### src/rtl/imem_pkg.sv
// rtl/imem_pkg.sv - shared types and defaults for the instruction-memory loader
package imem_pkg;

  typedef enum logic [1:0] {
    ST_LOAD  = 2'd0,
    ST_CHECK = 2'd1,
    ST_RUN   = 2'd2,
    ST_ERROR = 2'd3
  } state_e;

  localparam int         ADDR_W_DFLT    = 8;
  localparam int         INSTR_W_DFLT   = 9;
  localparam logic [8:0] FILL_WORD_DFLT = 9'h1FF;

  // States in which the loader stream may hand us a word.
  function automatic logic accepts_input(state_e s);
    return (s == ST_LOAD) || (s == ST_CHECK);
  endfunction

endpackage

### src/rtl/imem_loader_if.sv
// rtl/imem_loader_if.sv - loader stream, fetch port and status bundle
interface imem_loader_if #(
  parameter int ADDR_W  = 8,
  parameter int INSTR_W = 9
);
  logic               in_valid;
  logic [INSTR_W-1:0] in_data;
  logic               in_last;
  logic               in_ready;
  logic [15:0]        fetch_addr;
  logic [INSTR_W-1:0] fetch_instr;
  logic               cpu_run;
  logic               error;
  logic [ADDR_W:0]    load_count;

  modport master (
    output in_valid, in_data, in_last, fetch_addr,
    input  in_ready, fetch_instr, cpu_run, error, load_count
  );

  modport slave (
    input  in_valid, in_data, in_last, fetch_addr,
    output in_ready, fetch_instr, cpu_run, error, load_count
  );
endinterface

### src/rtl/imem_ram.sv
// rtl/imem_ram.sv - simple dual-port RAM, synchronous write, registered read
module imem_ram #(
  parameter int ADDR_W = 8,
  parameter int DATA_W = 9
) (
  input  logic              clk,
  input  logic              we,
  input  logic [ADDR_W-1:0] waddr,
  input  logic [DATA_W-1:0] wdata,
  input  logic [ADDR_W-1:0] raddr,
  output logic [DATA_W-1:0] rdata
);

  logic [DATA_W-1:0] mem_q [2**ADDR_W];
  logic [DATA_W-1:0] rd_data_q;

  // No reset: contents are only reachable below load_count.
  always_ff @(posedge clk) begin
    if (we) begin
      mem_q[waddr] <= wdata;
    end
    rd_data_q <= mem_q[raddr];
  end

  assign rdata = rd_data_q;

endmodule

### src/rtl/imem_loader.sv
// rtl/imem_loader.sv - loads a checksummed program, then serves CPU fetches
module imem_loader
  import imem_pkg::*;
#(
  parameter int                 ADDR_W    = ADDR_W_DFLT,
  parameter int                 INSTR_W   = INSTR_W_DFLT,
  parameter logic [INSTR_W-1:0] FILL_WORD = FILL_WORD_DFLT
) (
  input  logic          clk,
  input  logic          reset,
  imem_loader_if.slave  bus
);

  state_e             state_q, state_d;
  logic [ADDR_W-1:0]  wptr_q, wptr_d;
  logic [ADDR_W:0]    count_q, count_d;
  logic [INSTR_W-1:0] sum_q, sum_d;
  logic               in_ready_q, in_ready_d;
  logic               cpu_run_q, cpu_run_d;
  logic               error_q, error_d;
  logic               hit_q, hit_d;
  logic               xfer;
  logic               wr_en;
  logic [INSTR_W-1:0] rd_data;

  assign xfer = bus.in_valid & in_ready_q;

  always_comb begin
    state_d = state_q;
    wptr_d  = wptr_q;
    count_d = count_q;
    sum_d   = sum_q;
    wr_en   = 1'b0;
    case (state_q)
      ST_LOAD: begin
        if (xfer) begin
          wr_en   = 1'b1;
          wptr_d  = wptr_q + ADDR_W'(1);
          count_d = count_q + (ADDR_W+1)'(1);
          sum_d   = sum_q + bus.in_data;
          if (bus.in_last) begin
            state_d = ST_CHECK;
          end else if (wptr_q == '1) begin
            state_d = ST_ERROR;
          end
        end
      end
      ST_CHECK: begin
        if (xfer) begin
          state_d = (bus.in_data == sum_q) ? ST_RUN : ST_ERROR;
        end
      end
      default: ;
    endcase

    // Status outputs are registered from the next state so they stay glitch-free.
    in_ready_d = accepts_input(state_d);
    cpu_run_d  = (state_d == ST_RUN);
    error_d    = (state_d == ST_ERROR);
    hit_d      = (state_q == ST_RUN) && (bus.fetch_addr < 16'(count_q));
  end

  always_ff @(posedge clk or posedge reset) begin
    if (reset) begin
      state_q    <= ST_LOAD;
      wptr_q     <= '0;
      count_q    <= '0;
      sum_q      <= '0;
      in_ready_q <= 1'b0;
      cpu_run_q  <= 1'b0;
      error_q    <= 1'b0;
      hit_q      <= 1'b0;
    end else begin
      state_q    <= state_d;
      wptr_q     <= wptr_d;
      count_q    <= count_d;
      sum_q      <= sum_d;
      in_ready_q <= in_ready_d;
      cpu_run_q  <= cpu_run_d;
      error_q    <= error_d;
      hit_q      <= hit_d;
    end
  end

  imem_ram #(
    .ADDR_W (ADDR_W),
    .DATA_W (INSTR_W)
  ) u_ram (
    .clk   (clk),
    .we    (wr_en),
    .waddr (wptr_q),
    .wdata (bus.in_data),
    .raddr (bus.fetch_addr[ADDR_W-1:0]),
    .rdata (rd_data)
  );

  // RAM read and hit_q are both one cycle behind fetch_addr, so they line up.
  assign bus.fetch_instr = hit_q ? rd_data : FILL_WORD;
  assign bus.in_ready    = in_ready_q;
  assign bus.cpu_run     = cpu_run_q;
  assign bus.error       = error_q;
  assign bus.load_count  = count_q;

endmodule

### src/flat_wrapper.sv
// flat-port wrapper written by rule: the top's interface ports become plain ports
module imem_loader_flat import imem_pkg::*;
#(
  parameter int                 ADDR_W    = ADDR_W_DFLT,
  parameter int                 INSTR_W   = INSTR_W_DFLT,
  parameter logic [INSTR_W-1:0] FILL_WORD = FILL_WORD_DFLT
)
  (clk, reset, bus_in_valid, bus_in_data, bus_in_last, bus_fetch_addr, bus_in_ready, bus_fetch_instr, bus_cpu_run, bus_error, bus_load_count);
  imem_loader_if #(.ADDR_W(ADDR_W), .INSTR_W(INSTR_W)) bus_i ();
  input  logic clk;
  input  logic reset;
  input wire logic [$bits(bus_i.in_valid)-1:0] bus_in_valid;
  input wire logic [$bits(bus_i.in_data)-1:0] bus_in_data;
  input wire logic [$bits(bus_i.in_last)-1:0] bus_in_last;
  input wire logic [$bits(bus_i.fetch_addr)-1:0] bus_fetch_addr;
  output wire logic [$bits(bus_i.in_ready)-1:0] bus_in_ready;
  output wire logic [$bits(bus_i.fetch_instr)-1:0] bus_fetch_instr;
  output wire logic [$bits(bus_i.cpu_run)-1:0] bus_cpu_run;
  output wire logic [$bits(bus_i.error)-1:0] bus_error;
  output wire logic [$bits(bus_i.load_count)-1:0] bus_load_count;
  assign bus_i.in_valid = bus_in_valid;
  assign bus_i.in_data = bus_in_data;
  assign bus_i.in_last = bus_in_last;
  assign bus_i.fetch_addr = bus_fetch_addr;
  assign bus_in_ready = bus_i.in_ready;
  assign bus_fetch_instr = bus_i.fetch_instr;
  assign bus_cpu_run = bus_i.cpu_run;
  assign bus_error = bus_i.error;
  assign bus_load_count = bus_i.load_count;
  imem_loader #(.ADDR_W(ADDR_W), .INSTR_W(INSTR_W), .FILL_WORD(FILL_WORD)) u_core (.clk(clk), .reset(reset), .bus(bus_i));
endmodule
### config.mk
export PLATFORM = sky130hd
export DESIGN_NAME = imem_loader_flat
export DESIGN_NICKNAME = d
export VERILOG_FILES = /design/src/rtl/imem_pkg.sv /design/src/rtl/imem_loader_if.sv /design/src/rtl/imem_ram.sv /design/src/rtl/imem_loader.sv /design/src/flat_wrapper.sv
export SDC_FILE = /design/constraint.sdc
export NUM_CORES = 2
export LEC_CHECK = 0
export ABC_CLOCK_PERIOD_IN_PS = 8510
export CAP_MARGIN = 20
export CORE_MARGIN = 2
export CORE_UTILIZATION = 30
export CTS_CLUSTER_SIZE = 25
export DETAILED_ROUTE_END_ITERATION = 12
export GPL_TIMING_DRIVEN = 0
export PLACE_DENSITY_LB_ADDON = 0.08
export REMOVE_ABC_BUFFERS = 1
export SYNTH_ARGS = -nofsm -noshare
export SYNTH_HDL_FRONTEND = slang
export SYNTH_HIERARCHICAL = 1
export SYNTH_SLANG_ARGS = --single-unit
### constraint.sdc
create_clock -name clk -period 8.51 [get_ports clk]
set_input_delay 1.702 -clock clk [delete_from_list [all_inputs] [get_ports clk]]
set_output_delay 1.702 -clock clk [all_outputs]
set_load 0.01 [all_outputs]
==> summary.md <==
| Metric | Value |
|---|---|
| Main combinational cell family by area after synthesis | multiplexers |
| Die height | 555 microns |
| Total GRT Usage | 0.175 |
| CTS sink count | 2345 |
| Power density over cell area | 240 nW/um^2 |
| # fillers | 28200 |
| Simple-Gate Fraction of Synth Area | 0.0290 |
| Post-synth EDFFs | 2304 |
| Highest Clock Rate | 0.196 GHz |
| Multiplexer share of the synthesized area | 0.140 |
| Maximum number of pins on one net before global-route repair | 133 |
| Worst-case reg-to-reg path depth | 6 |
| Final setup TNS | 0 ps |
| Fraction of the mapped netlist area in adder cells | 0.00269 |
| Net Sw Frac | 0.225 |
| GR met1 Demand/Resource | 0.256 |
| Crit path arrival time | 5790 ps |
| Worst Tran Pin Value | 1180 ps |
| Clock period minus final worst setup slack | 5090 ps |
| Clock transition time at the flip-flop clock pins of the worst setup and hold paths | 60 ps |
| Average size of a mapped cell | 20.6 sq um |
| Category of the worst setup path launch point | input pin |
| Fraction of synthesis flops using an asynchronous set or reset pin | 0.0136 |
| Final instance count without filler cells | 8834 |
| Core ar. | 303000 sq um |
| Post-Syn Instances | 4435 |
| Number of instances resized during post-cts repair | 0 |
| LEAKAGE | 0.0327 uW |
| Hold Violations, Final | 0 |
| Routed wire length per instance | 31.0 microns |
| Highest fanout seen on the critical path | 82 |
| Peak supply drop | 0.126 mV |
| Max_cap viols | 0 |
| Cell variety after synth | 71 |
| Critical path data required time | 9210 ps |
| First-pass GRT wire length | 380 mm |
| Hold Startpoint | u_core/sum_q[4] |
| Met3 Track Usage GR | 0.0263 |
| Number of H-tree branching levels | 5 |
| Met2 track utilization from global routing | 0.276 |
| Clock Latency Late Sink | 880 ps |
| Synthesized flop and latch total | 2345 |
| Sw power | 5740 uW |
| Layer with the highest usage | met2 |
| Num ports | 50 |
| Number of CTS-inserted buffers | 276 |
| Initial cell density of the core | 0.301 |
| Proportion of layout cells with a drive suffix above 1 | 0.216 |
| HPWL after detailed placement | 167 mm |
| Syn Std Cell Area | 91200 sq um |
| Part of the power in registers | 0.502 |
| Share of synthesized area occupied by flip-flops and latches | 0.769 |
| Post-CTS setup repair buffer count | 0 |
| Most numerous cell on the critical path | sky130_fd_sc_hd__buf_16 |
| Category of the worst setup path capture point | flop |
| FF-to-FF End | u_core/u_ram/mem_q[30][5] |
| PortBufs | 49 |
| Top flip-flop cell by instance count after synthesis | sky130_fd_sc_hd__edfxtp_1 |
| Number of hold buffers added after cts | 0 |
| Origin of the critical flop-to-flop path | u_core/state_q[1] |
| Final weighted congestion of routability-driven global placement | 0.737 |
| Site row count | 202 |
| Relative area change from synthesis to final layout | 16.4% |
| Series of cell instances along the critical path | buf_16 -> buf_16 -> buf_16 -> mux4_2 -> a22o_1 -> a221oi_1 -> o32a_1 -> nor3b_1 -> nor4_1 |
| Share of the clock period used by the worst path after layout | 0.598 |
| Post-detailed-routing wire length | 274 mm |
| Max transition margin | 0.208 |
| DRC Markers | 0 |
| Hold depth | 1 |
| Via-per-instance ratio | 5.07 |
| Setup repair after global routing missed its margin | false |
| Share of total power in the clock network | 0.440 |
| Post-layout net count | 4683 |
| Area share of xor/xnor cells in the synthesized design | 0.00192 |
| Number of iterations in the first detailed-routing pass | 5 |
| Slack of the worst reg-to-reg path | 4360 ps |
| Largest stage delay on the critical path | 830 ps |
| Internal cell power | 19700 uW |
| Placed cell count | 8316 |
| Final Util | 0.351 |
| Compound-Gate Fraction of Synth Area | 0.0391 |
| Max-slew violation count | 0 |
| Endpoint of the worst hold path | u_core/sum_q[4] |
| Remaining number of nets flagged by the antenna check after routing | 0 |
| Horiz. Die Dim | 555 microns |
| Global-route congestion overflow total | 0 |
| Yosys warning total | 6 |
| Worst clock skew | 39.0 ps |
| Clock tree from TritonCTS | done |
| Antenna violations before repair | 12 |
| Root buffer selected by CTS | sky130_fd_sc_hd__clkbuf_16 |
| Via count of the first global-routing pass | 45500 |
| Via count | 44800 |
| Startpoint-to-endpoint class of the critical path | input pin to flop |
| Die Area | 308000 sq um |
| Buffer levels on the longest clock path | 4 |
| Outcome | complete, no violations |
| # setup viols final | 0 |
| Portion of total power attributed to combinational logic | 0.057 |
| Cell at the slowest stage of the critical path | sky130_fd_sc_hd__nor3b_1 |
| Path type of the worst min-delay path | flop to flop |
| Violation count after the first detailed-routing iteration | 3930 |
worst max-delay path by stage:
| stage | start | endpoint | slack, ps | cells past startpoint |
|---|---|---|---|---|
| final | bus_fetch_addr[0] | u_core/u_ram/rdata[4] | 3420 | 9 |
| after global routing | bus_fetch_addr[0] | u_core/u_ram/rdata[4] | 3060 | 9 |
| after CTS | bus_fetch_addr[0] | u_core/u_ram/rdata[4] | 3170 | 9 |
| after detailed placement | bus_fetch_addr[0] | u_core/u_ram/rdata[4] | 2210 | 9 |
| after global placement | bus_fetch_addr[0] | u_core/u_ram/rdata[7] | -43810 | 7 |
| after floorplan | bus_fetch_addr[2] | u_core/u_ram/rdata[4] | 4210 | 5 |
cells in the final DEF, fill, tap and decap left out, drive strengths merged, types with 6 or more instances in the layout:
cell type      instances
a221oi                11
dfrtp                 32
o221ai                36
o22ai                 65
a22oi                174
nor2b                 31
inv                   27
ha                    18
o31a                  10
or2                    6
a22o                   8
mux4                 476
a31oi                 11
bufinv                10
o21ai                 46
xnor2                 14
clkbuf               356
nand2b                21
clkdlybuf4s50         32
xor2                   6
mux2                  21
edfxtp              2304
diode                 11
nand3                 36
nand2                 62
clkinv               107
nor4                  30
nor2                 308
buf                  152
a211oi                28
dfxtp                  9
mux2i                177
nand4                 23
nor3                  26
a21oi                105
cells by family (layout without fill, tap and decap cells):
group,count (synthesis),after routing
other,0,11
multiplexers,674,674
flip-flops,2345,2345
AND/OR/NAND/NOR,575,575
adder cells (fa/ha/maj),19,19
XOR/XNOR,20,20
AO/OA/AOI/OAI,523,523
buffers and inverters,279,689
critical path, delay by kind of cell:
| kind | cells | cell delay, ps |
|---|---|---|
| buffers and inverters | 3 | 1170 |
| AO/OA/AOI/OAI | 3 | 1140 |
| multiplexers | 1 | 620 |
| AND/OR/NAND/NOR | 2 | 990 |
power by group through the flow:
stage | Sequential (uW) | Combinational, uW | Clock [uW]
2_1_floorplan | 13000 | 599 | 0
3_3_place_gp | 13200 | 2640 | 0
3_5_place_dp | 13000 | 1490 | 0
4_1_cts | 12800 | 1490 | 11600
5_1_grt | 12800 | 1570 | 12000
6_report | 12800 | 1450 | 11200
registers in the layout, summed over array words and instances (netlist names):
| name | cells |
|---|---|
| u_core/bus.cpu_run | 1 |
| u_core/bus.error | 1 |
| u_core/bus.in_ready | 1 |
| u_core/bus.load_count | 9 |
| u_core/hit_q | 1 |
| u_core/state_q | 2 |
| u_core/sum_q | 9 |
| u_core/u_ram/mem_q | 2304 |
| u_core/u_ram/rdata | 9 |
| u_core/wptr_q | 8 |
final cells by class:
type | instances | area [sq um] | area share
diodes | 11 | 27.5 | 0.000259
clock buffers | 356 | 7430 | 0.0700
clock inverters | 132 | 1030 | 0.00971
inverters | 17 | 68.8 | 0.000648
multi-input cells | 1811 | 19500 | 0.184
flip-flops and latches | 2345 | 70200 | 0.661
well taps | 3978 | 4980 | 0.0469
repair buffers | 184 | 2900 | 0.0274
Yosys cell counts (12+ instances only):
cell | count | share of area
sky130_fd_sc_hd__nor2b_1 | 31 | 0.0021
sky130_fd_sc_hd__o21ai_0 | 39 | 0.0021
sky130_fd_sc_hd__ha_1 | 18 | 0.0025
sky130_fd_sc_hd__dfrtp_1 | 32 | 0.0088
sky130_fd_sc_hd__nand2b_1 | 21 | 0.0014
sky130_fd_sc_hd__nand3_1 | 36 | 0.0020
sky130_fd_sc_hd__nor2_1 | 308 | 0.013
sky130_fd_sc_hd__buf_1 | 14 | 0.00058
sky130_fd_sc_hd__buf_4 | 29 | 0.0024
sky130_fd_sc_hd__buf_6 | 27 | 0.0033
sky130_fd_sc_hd__mux4_2 | 467 | 0.12
sky130_fd_sc_hd__nand4_1 | 23 | 0.0016
sky130_fd_sc_hd__o221ai_1 | 35 | 0.0034
sky130_fd_sc_hd__o22ai_1 | 65 | 0.0045
sky130_fd_sc_hd__mux2_2 | 21 | 0.0026
sky130_fd_sc_hd__a21oi_1 | 105 | 0.0058
sky130_fd_sc_hd__buf_2 | 54 | 0.0030
sky130_fd_sc_hd__mux2i_1 | 177 | 0.019
sky130_fd_sc_hd__nor4_1 | 30 | 0.0021
sky130_fd_sc_hd__buf_8 | 12 | 0.0020
sky130_fd_sc_hd__clkbuf_1 | 121 | 0.0050
sky130_fd_sc_hd__xnor2_1 | 14 | 0.0013
sky130_fd_sc_hd__a211oi_1 | 28 | 0.0023
sky130_fd_sc_hd__nand2_1 | 62 | 0.0026
sky130_fd_sc_hd__edfxtp_1 | 2304 | 0.76
sky130_fd_sc_hd__nor3_1 | 25 | 0.0014
sky130_fd_sc_hd__inv_1 | 15 | 0.00062
sky130_fd_sc_hd__a22oi_1 | 174 | 0.014
metal layers:
metal	wire length (microns)	up-vias	part of all wire
li1	-	19000	-
met1	128000	24500	0.47
met2	129000	997	0.47
met3	12400	299	0.045
met4	5190	0	0.019
met5	0	-	0
stage by stage:
step	setup slack (ps)	power (uW)	hold slack, ps	instance area, sq um
floorplan	4210	13600	450	89600
global placement	-43810	15800	471	95100
detailed placement	2210	14500	478	97500
CTS	3170	25900	490	106000
global route	3060	26400	513	106000
finish	3420	25500	487	106000
No activity file was read; power rests on OpenSTA's default activity.
==> edit (same settings) <==
`ADDR_W_DFLT`: 8 -> 6.
--- a/src/rtl/imem_pkg.sv
+++ b/src/rtl/imem_pkg.sv
@@ -9,5 +9,5 @@
   } state_e;
 
-  localparam int         ADDR_W_DFLT    = 8;
+  localparam int         ADDR_W_DFLT    = 6;
   localparam int         INSTR_W_DFLT   = 9;
   localparam logic [8:0] FILL_WORD_DFLT = 9'h1FF;
Ports: changed (resized bus_load_count); port bits go from 50 to 48. The function was not compared with the original's and may differ.
==> edit against the original RTL <==
- utilization increased by 0.44 points
- non-clock buffer count decreased by 88
- wire length decreased by 77%
- sequential cell count decreased by 1732
- cell area decreased by 73%
- area after synthesis decreased by 73%
- setup slack improved by 0.13 ns
- first-iteration DRC count decreased by 78%
- clock power decreased by 75%
- total power decreased by 73%
- cell count decreased by 73%
- register-to-register slack improved by 0.34 ns
- via count decreased by 73%
- largest cell class unchanged
- highest routed layer unchanged
==> edit: results (changes against the original RTL) <==
WORSTPATHMAXFANOUT=22  # was 82
GPL.FINAL_WEIGHTED_CONGESTION=0.7529  # was 0.7372
SYNTH_EDF_COUNT=576  # was 2304
CLK_LATENCY_NS=0.60  # was 0.88 ns
SYNTHARSTFLOPSHARE=0.04568  # was 0.01365
WL_PER_CELL_UM=26.11  # was 31.00 um
FINALWIRELENGTH_UM=63390  # was 273800 um
NNETSFINAL=1357  # was 4683
LEAKAGEPOWER_nW=9.044  # was 32.72 nW
SYNTH_AREA_PER_CELL_UM2=20.27  # was 20.57 um^2
FIN_CRIT_SH=0.5832  # was 0.5982
PORTBUFFERS=47  # was 49
WORST-R2R-SETUP-SLACK_NS=4.70  # was 4.36 ns
GRT_MAX_DEGREE=73  # was 133
POST_DRT_VIA_CELL_RATIO=4.911  # was 5.072
RUN_STATUS='complete, no violations'  # unchanged
ROUTED-WL-MET3_UM=2473  # was 12370 um
NUMBER_OF_ANTENNA_VIOLATIONS_AT_THE_FIRST_CHECK_IN_GLOBAL_ROUTING=1  # was 12
PLACED_CELLS=2290  # was 8316
CRITPATHSLOWESTCELL='sky130_fd_sc_hd__nor2_1'  # was sky130_fd_sc_hd__nor3b_1
POWER.IR.VDD_WORST_mV=0.1434  # was 0.1257 mV
GLOBALROUTETOTALUTIL=0.1549  # was 0.1752
PLACE_WS_NS=2.954  # was 2.212 ns
SYNTH_SEQUENTIAL_AREA_RATIO=0.7477  # was 0.7692
CTS_HTREE_LEVELS=3  # was 5
RANKING_OF_SYNTHESIZED_CELLS_BY_INSTANCE_COUNT='sky130_fd_sc_hd__edfxtp_1 (576), sky130_fd_sc_hd__mux4_2 (143), sky130_fd_sc_hd__nor2_1 (78)'  # was sky130_fd_sc_hd__edfxtp_1 (2304), sky130_fd_sc_hd__mux4_2 (467), sky130_fd_sc_hd__nor2_1 (308)
CLOCK_SKEW_NS=0.02817  # was 0.03895 ns
DRT-PASS1-ITER-COUNT=6  # was 5
TOTAL_POWER_mW=6.773  # was 25.47 mW
SHARE_OF_CELLS_ABOVE_DRIVE_STRENGTH_1=0.2271  # was 0.2163
DRT_FIRST_ITER_VIOLATIONS=867  # was 3930
POST_SYNTH_MAIN_AREA_CONTRIBUTORS='sky130_fd_sc_hd__edfxtp_1 (71%), sky130_fd_sc_hd__mux4_2 (13%), sky130_fd_sc_hd__dfrtp_1 (2.9%), sky130_fd_sc_hd__nor2_1 (1.2%), sky130_fd_sc_hd__mux2i_1 (0.91%)'  # was sky130_fd_sc_hd__edfxtp_1 (76%), sky130_fd_sc_hd__mux4_2 (12%), sky130_fd_sc_hd__mux2i_1 (1.9%), sky130_fd_sc_hd__a22oi_1 (1.4%), sky130_fd_sc_hd__nor2_1 (1.3%)
LARGEST_REGISTER_FF_COUNT=576  # was 2304
WIRE_LENGTH_ON_MET2_UM=30570  # was 128600 um
CELL_FAMILY_WITH_THE_LARGEST_SHARE_OF_CRITICAL_PATH_DELAY='simple AND/OR/NAND/NOR gates'  # was buffers and inverters
FIRST_PASS_GRT_WIRE_LENGTH_UM=90980  # was 379800 um
-- edit: worst reg2reg max path, delay by kind of cell (launching register included) --
kind / cells / cell delay (ns)
DFF: 1 / 0.43
buffers and inverters: 1 / 0.32
and+or+nand+nor: 4 / 2.66
-- edit: logic make-up (layout without fill, tap and decap cells) --
family          Yosys count  after routing  share of synthesized area
flops                   613            613                     0.7477
buf+inv                  69            235                    0.01626
xor+xnor                 16             16                   0.005764
fa+ha+maj                17             17                   0.009059
other cells               0              3                          0
mux                     177            177                     0.1520
compound gates           95             95                    0.02764
simple gates            212            212                    0.04148
-- edit: area by class of cell --
cell class,count,area [um^2]
Inverter,11,46.29
Clock buffer,96,1964
Multi-Input combinational cell,517,5751
Antenna cell,3,7.507
Clock inverter,32,195.2
Fill cell,7545,51870
Timing Repair Buffer,96,1080
Tap cell,1060,1326
Sequential cell,613,18180
-- edit: where the power goes --
group	total (mW)	switching [mW]	internal, mW
Sequential	3.41	0.0620	3.34
Combinational	0.526	0.301	0.225
Clock	2.84	1.19	1.65
Total	6.77	1.55	5.22
-- edit: worst paths after layout --
| path | depth (start not counted) | startpoint | endpoint |
|---|---|---|---|
| hold / removal | 2 | u_core/sum_q[5] | u_core/sum_q[5] |
| hold reg to reg | 2 | u_core/sum_q[5] | u_core/sum_q[5] |
| max in group asynchronous | 3 | reset | u_core/wptr_q[5] |
| min in group asynchronous | 2 | reset | u_core/sum_q[2] |
| setup reg to reg | 5 | u_core/state_q[0] | u_core/u_ram/mem_q[14][3] |
| setup / recovery | 7 | bus_in_valid | u_core/u_ram/mem_q[14][3] |
-- edit: routing by layer --
layer,track usage,vias up
met5,0,-
met4,0.04265,0
met3,0.03081,93
met2,0.2517,261
met1,0.2122,6383
li1,-,5187
